`src/rtl/spi_xfer_sequencer_if.sv`:
```
// rtl/spi_xfer_sequencer_if.sv - host byte stream, RX return and SPI driver signal bundle
interface spi_xfer_sequencer_if #(
    parameter int DATA_W = 8
);
    logic [DATA_W-1:0] tx_data;
    logic              tx_valid;
    logic              tx_ready;
    logic [DATA_W-1:0] rx_data;
    logic              rx_valid;
    logic              rx_ready;
    logic [DATA_W-1:0] spi_data;
    logic              spi_start;
    logic              spi_en;
    logic [DATA_W-1:0] spi_rdata;

    modport slave (
        input  tx_data, tx_valid, rx_ready, spi_en, spi_rdata,
        output tx_ready, rx_data, rx_valid, spi_data, spi_start
    );

    modport master (
        output tx_data, tx_valid, rx_ready, spi_en, spi_rdata,
        input  tx_ready, rx_data, rx_valid, spi_data, spi_start
    );
endinterface

```
`src/rtl/spi_xfer_sequencer.sv`:
```
// rtl/spi_xfer_sequencer.sv - TX byte FIFO feeding one SPI driver transfer at a time, RX byte return
module spi_xfer_sequencer #(
    parameter int DEPTH   = 8,
    parameter int DATA_W  = 8,
    parameter int TIMEOUT = 64
) (
    input  logic                   i_clk,
    input  logic                   i_rst_n,
    spi_xfer_sequencer_if.slave    bus,
    input  logic                   i_clear_err,
    output logic [$clog2(DEPTH):0] o_fifo_level,
    output logic                   o_busy,
    output logic                   o_timeout_err
);
    localparam int AW = $clog2(DEPTH);
    localparam int LW = AW + 1;
    localparam int TW = $clog2(TIMEOUT);

    typedef enum logic [2:0] {
        S_IDLE,
        S_START,
        S_WAIT_EN,
        S_WAIT_DONE,
        S_ABORT
    } state_t;

    state_t            r_state;
    logic [TW-1:0]     r_timer;
    logic [DATA_W-1:0] r_mem [DEPTH];
    logic [AW-1:0]     r_wr_ptr;
    logic [AW-1:0]     r_rd_ptr;
    logic [LW-1:0]     r_level;
    logic [DATA_W-1:0] r_spi_data;
    logic              r_spi_start;
    logic [DATA_W-1:0] r_rx_data;
    logic              r_rx_valid;
    logic              r_timeout_err;

    logic w_tx_ready;
    logic w_push;
    logic w_pop;
    logic w_timer_done;

    assign w_tx_ready   = (r_level != LW'(DEPTH));
    assign w_push       = bus.tx_valid && w_tx_ready;
    // Launch only once the previous RX byte has been taken, so RX can never overflow.
    assign w_pop        = (r_state == S_IDLE) && (r_level != '0) && !r_rx_valid;
    assign w_timer_done = (r_timer == TW'(TIMEOUT - 1));

    assign bus.tx_ready   = w_tx_ready;
    assign bus.rx_data    = r_rx_data;
    assign bus.rx_valid   = r_rx_valid;
    assign bus.spi_data   = r_spi_data;
    assign bus.spi_start  = r_spi_start;
    assign o_fifo_level   = r_level;
    assign o_busy         = (r_state != S_IDLE);
    assign o_timeout_err  = r_timeout_err;

    always_ff @(posedge i_clk) begin
        if (w_push) begin
            r_mem[r_wr_ptr] <= bus.tx_data;
        end
    end

    always_ff @(posedge i_clk or negedge i_rst_n) begin
        if (!i_rst_n) begin
            r_wr_ptr <= '0;
            r_rd_ptr <= '0;
            r_level  <= '0;
        end else begin
            if (w_push) begin
                r_wr_ptr <= r_wr_ptr + AW'(1);
            end
            if (w_pop) begin
                r_rd_ptr <= r_rd_ptr + AW'(1);
            end
            case ({w_push, w_pop})
                2'b10:   r_level <= r_level + LW'(1);
                2'b01:   r_level <= r_level - LW'(1);
                default: r_level <= r_level;
            endcase
        end
    end

    always_ff @(posedge i_clk or negedge i_rst_n) begin
        if (!i_rst_n) begin
            r_state       <= S_IDLE;
            r_timer       <= '0;
            r_spi_data    <= '0;
            r_spi_start   <= 1'b0;
            r_rx_data     <= '0;
            r_rx_valid    <= 1'b0;
            r_timeout_err <= 1'b0;
        end else begin
            r_spi_start <= 1'b0;
            if (r_rx_valid && bus.rx_ready) begin
                r_rx_valid <= 1'b0;
            end
            if (r_state == S_ABORT) begin
                r_timeout_err <= 1'b1;
            end else if (i_clear_err) begin
                r_timeout_err <= 1'b0;
            end
            case (r_state)
                S_IDLE: begin
                    if (w_pop) begin
                        r_spi_data <= r_mem[r_rd_ptr];
                        r_state    <= S_START;
                    end
                end
                S_START: begin
                    // Registered pulse: high for the single cycle following START.
                    r_spi_start <= !bus.spi_en;
                    r_timer     <= '0;
                    r_state     <= S_WAIT_EN;
                end
                S_WAIT_EN: begin
                    if (bus.spi_en) begin
                        r_timer <= '0;
                        r_state <= S_WAIT_DONE;
                    end else if (w_timer_done) begin
                        r_state <= S_ABORT;
                    end else begin
                        r_timer <= r_timer + TW'(1);
                    end
                end
                S_WAIT_DONE: begin
                    if (!bus.spi_en) begin
                        r_rx_data  <= bus.spi_rdata;
                        r_rx_valid <= 1'b1;
                        r_state    <= S_IDLE;
                    end else if (w_timer_done) begin
                        r_state <= S_ABORT;
                    end else begin
                        r_timer <= r_timer + TW'(1);
                    end
                end
                S_ABORT: begin
                    r_state <= S_IDLE;
                end
                default: begin
                    r_state <= S_IDLE;
                end
            endcase
        end
    end
endmodule

```
`src/flat_wrapper.sv`:
```
// flat-port wrapper written by rule: the top's interface ports become plain ports
module spi_xfer_sequencer_flat 
#(
    parameter int DEPTH   = 8,
    parameter int DATA_W  = 8,
    parameter int TIMEOUT = 64
)
  (i_clk, i_rst_n, i_clear_err, o_fifo_level, o_busy, o_timeout_err, bus_tx_data, bus_tx_valid, bus_rx_ready, bus_spi_en, bus_spi_rdata, bus_tx_ready, bus_rx_data, bus_rx_valid, bus_spi_data, bus_spi_start);
  spi_xfer_sequencer_if #(.DATA_W(DATA_W)) bus_i ();
  input  logic i_clk;
  input  logic i_rst_n;
  input  logic i_clear_err;
  output logic [$clog2(DEPTH):0] o_fifo_level;
  output logic o_busy;
  output logic o_timeout_err;
  input wire logic [$bits(bus_i.tx_data)-1:0] bus_tx_data;
  input wire logic [$bits(bus_i.tx_valid)-1:0] bus_tx_valid;
  input wire logic [$bits(bus_i.rx_ready)-1:0] bus_rx_ready;
  input wire logic [$bits(bus_i.spi_en)-1:0] bus_spi_en;
  input wire logic [$bits(bus_i.spi_rdata)-1:0] bus_spi_rdata;
  output wire logic [$bits(bus_i.tx_ready)-1:0] bus_tx_ready;
  output wire logic [$bits(bus_i.rx_data)-1:0] bus_rx_data;
  output wire logic [$bits(bus_i.rx_valid)-1:0] bus_rx_valid;
  output wire logic [$bits(bus_i.spi_data)-1:0] bus_spi_data;
  output wire logic [$bits(bus_i.spi_start)-1:0] bus_spi_start;
  assign bus_i.tx_data = bus_tx_data;
  assign bus_i.tx_valid = bus_tx_valid;
  assign bus_i.rx_ready = bus_rx_ready;
  assign bus_i.spi_en = bus_spi_en;
  assign bus_i.spi_rdata = bus_spi_rdata;
  assign bus_tx_ready = bus_i.tx_ready;
  assign bus_rx_data = bus_i.rx_data;
  assign bus_rx_valid = bus_i.rx_valid;
  assign bus_spi_data = bus_i.spi_data;
  assign bus_spi_start = bus_i.spi_start;
  spi_xfer_sequencer #(.DEPTH(DEPTH), .DATA_W(DATA_W), .TIMEOUT(TIMEOUT)) u_core (.i_clk(i_clk), .i_rst_n(i_rst_n), .bus(bus_i), .i_clear_err(i_clear_err), .o_fifo_level(o_fifo_level), .o_busy(o_busy), .o_timeout_err(o_timeout_err));
endmodule
```
`config.mk`:
```
export PLATFORM = sky130hd
export DESIGN_NAME = spi_xfer_sequencer_flat
export DESIGN_NICKNAME = d
export VERILOG_FILES = /design/src/rtl/spi_xfer_sequencer_if.sv /design/src/rtl/spi_xfer_sequencer.sv /design/src/flat_wrapper.sv
export SDC_FILE = /design/constraint.sdc
export NUM_CORES = 1
export LEC_CHECK = 0
export CORE_MARGIN = 2
export CORE_UTILIZATION = 35
export CTS_BUF_LIST = sky130_fd_sc_hd__clkbuf_2 sky130_fd_sc_hd__clkbuf_4 sky130_fd_sc_hd__clkbuf_8
export CTS_CLUSTER_DIAMETER = 80
export DETAILED_ROUTE_END_ITERATION = 7
export SYNTH_ARGS = -nofsm -noshare
export SYNTH_HDL_FRONTEND = slang
export SYNTH_SLANG_ARGS = --single-unit
```
`constraint.sdc`:
```
create_clock -name i_clk -period 3.3 [get_ports i_clk]
set_clock_uncertainty 0.2 [all_clocks]
set_input_delay 0.33 -clock i_clk [delete_from_list [all_inputs] [get_ports i_clk]]
set_output_delay 0.33 -clock i_clk [all_outputs]
set_load 0.02 [all_outputs]
```
==> summary.txt <==
Area of the multi-input gates -> 1230 um2
Worst-Margin Slew -> 0.841 ns
Yosys top cell by area -> edfxtp_1
Dpl hpwl -> 5050 um
Fin crit share -> 78.0%
DRC viols -> 0
Vias in the first global route -> 2374
Cells after synthesis -> 260
Fin crit period -> 2.57 ns
Synthesis-to-layout area growth -> 21.2%
Total Neg Setup Slack -> 0 ns
Sequential cell area -> 2870 um2
CP Max Fanout -> 7
Initial antenna violation count -> 0
EDFF count, synth -> 64
Max-cap violations -> 0
Mapped Area -> 4190 um2
Total power -> 4.41 mW
Seq/Total Area, Yosys -> 68.6%
Reg clk slew, reported paths -> 0.11 ns
Chip Height -> 113 um
CTS max path bufs -> 2
Post-synth cell types -> 44
GP Congestion -> 0.710
Cts repair resizes -> 0
Prevailing post-synth register cell -> edfxtp_1
Most frequent cell after synthesis -> edfxtp_1
Post-synthesis async set-or-reset flop share -> 37.3%
Synth top area share -> 45.9%
VDD IR max -> 0.315 mV
Crit Path Category -> reg -> reg
Worst endpoint required time -> 3.37 ns
Top post-synthesis cells by count -> 64 x edfxtp_1, 38 x dfrtp_1, 18 x a21oi_1
Power Density -> 870 nW/um2
Largest net degree at the start of global routing -> 39
CP Launch Type -> flop
Kind of end point of the critical path -> flop
# H-tree levels -> 3
Hold path depth -> 1
Synthesized net count -> 288
Vias/cell -> 4.97
Final ANT Viol Nets -> 0
FF-to-FF path depth -> 9
Layout cell share with drive strength beyond 1 -> 19.2%
Insertion delay to the later sink of the worst-skew pair -> 0.37 ns
Number of synthesis warnings -> 0
Max Slew Vio Count -> 0
CTS tree -> yes
Setup repair after global routing missed its margin -> false
Max Fclk -> 0.388 GHz
Num rows -> 39
DR WL/cell -> 16.3 um
Run status -> completed
First-pass DRT Iterations -> 4
Root Buffer Master -> clkbuf_8
IO Pins -> 47
1st-iter DRT viols -> 156
Total Die Area -> 12900 um2
Initial core utilization -> 36.2%
Worst EP arrival -> 2.64 ns
Final WL -> 7590 um
Hold Vio Cnt, Final -> 0
NumNets Final -> 346
Lkg Pwr -> 1.85 nW
CTS Sinks -> 102
Hold/Removal Path Class -> reg -> reg
Core ar. -> 11600 um2
Gr ovfl total -> 0
IO Port Bufs -> 46
Area contributors post-synth -> edfxtp_1 46%, dfrtp_1 23%, mux4_2 8.6%
Die X-Extent -> 113 um
FILL cells -> 1033
Vias after detailed routing -> 2316
Slew headroom -> 43.9%
Syn_area_per_cell -> 16.1 um2
Final setup viols -> 0
First-pass GRT wire length -> 12300 um
Clock buffer count from CTS -> 9
Tot GR Track Use -> 12.6%
Flops & latches, synth -> 102
N_diodes -> 0
==> placed cells by master, fill, tap and decap left out, types with 2 or more instances in the layout <==
master,Yosys,routed
edfxtp_1,64,64
clkdlybuf4s50_1,0,45
dfrtp_1,38,38
a21oi_1,18,18
nor2_1,16,16
mux4_2,16,16
mux2_2,11,11
buf_4,2,10
clkbuf_8,0,9
nand3_1,8,8
mux2i_1,8,8
nand2_1,7,7
o21ai_0,7,7
inv_1,6,6
ha_1,6,6
xor2_1,5,5
nor3_1,4,4
xnor2_1,4,4
nand2b_1,3,3
and3_1,3,3
o211ai_1,3,3
or2_2,2,2
or3_1,2,2
clkinv_8,0,2
inv_6,0,2
==> final timing paths <==
path | from | endpoint | slack (ns)
max | u_core.o_fifo_level[2] | u_core.o_fifo_level[2] | 0.73
min | u_core.bus.rx_data[5] | u_core.bus.rx_data[5] | 0.31
max reg2reg | u_core.o_fifo_level[2] | u_core.o_fifo_level[2] | 0.73
min reg2reg | u_core.bus.rx_data[5] | u_core.bus.rx_data[5] | 0.31
max in group asynchronous | i_rst_n | u_core.bus.spi_data[2] | 1.97
min in group asynchronous | i_rst_n | u_core.r_timer[3] | 0.39
==> per-stage QoR <==
stage          hold WS (ns)  utilization, %  std cells  instance area [um2]  worst slack (ns)
5_1_grt               0.312            43.9        466                 5070             0.531
2_1_floorplan        -0.166               -        260                 4190             0.661
6_report              0.314            43.9        466                 5070             0.726
4_1_cts               0.310            43.9        466                 5070             0.718
3_3_place_gp          0.292            41.8        449                 4840             0.766
3_5_place_dp          0.289            41.8        449                 4840             0.742
==> worst max-delay path, cell delays in order, from the launching register on <==
cell and delay [ns]:
dfrtp_1 0.46, or4b_4 0.60, nand2_1 0.17, ha_1 0.27, xor2_1 0.09, ha_1 0.18, a21oi_1 0.14, xor2_1 0.15
nor2_1 0.06, xor2_1 0.14
==> area by class of cell <==
| cell class | count | share of cell area, % |
|---|---|---|
| clock inverters | 7 | 1.97 |
| well taps | 143 | 3.53 |
| clock buffers | 9 | 2.44 |
| repair buffers | 57 | 10.7 |
| flip-flops and latches | 102 | 56.6 |
| inverters | 7 | 0.518 |
| multi-input cells | 141 | 24.3 |
==> kinds of logic (layout without fill, tap and decap cells) <==
logic type | count (synthesis) | in the layout | synth area share, %
and+or+nand+nor | 56 | 56 | 7.44
muxes | 35 | 35 | 13.5
xor gates and xnor gates | 9 | 9 | 1.88
adders and majority gates | 6 | 6 | 1.79
buffers and inverters | 17 | 80 | 1.97
AOI/OAI and AO/OA | 35 | 35 | 4.81
DFF | 102 | 102 | 68.6
==> report_power, final <==
group          switching (mW)  total [mW]  internal, mW
Combinational           0.779        1.62         0.838
Clock                   0.469       0.844         0.375
Sequential              0.273        1.95          1.68
==> timing repair <==
| item | 4_1_cts | 5_1_grt |
|---|---|---|
| hold buffers | 1 | 0 |
| hold endpoints to repair | 38 | 0 |
| setup buffers | 0 | 0 |
| setup endpoints to repair | 0 | 0 |
==> sequential cells by signal, indices dropped and copies added, names as in the netlist <==
name / flops
u_core.r_timer: 6
u_core.bus.spi_start: 1
u_core.bus.spi_data: 8
u_core.r_mem: 64
u_core.r_state: 3
u_core.bus.rx_data: 8
u_core.r_wr_ptr: 3
u_core.o_timeout_err: 1
u_core.o_fifo_level: 4
u_core.bus.rx_valid: 1
u_core.r_rd_ptr: 3
==> per-layer routing <==
layer	vias to the layer above	global-route usage [%]	share of wire [%]
li1	1103	-	-
met1	1152	16.9	48
met2	50	20.1	46
met3	11	3.77	4.7
met4	0	3.90	1.3
met5	-	0	0
Note: power is estimated with default switching activity, not from simulation.
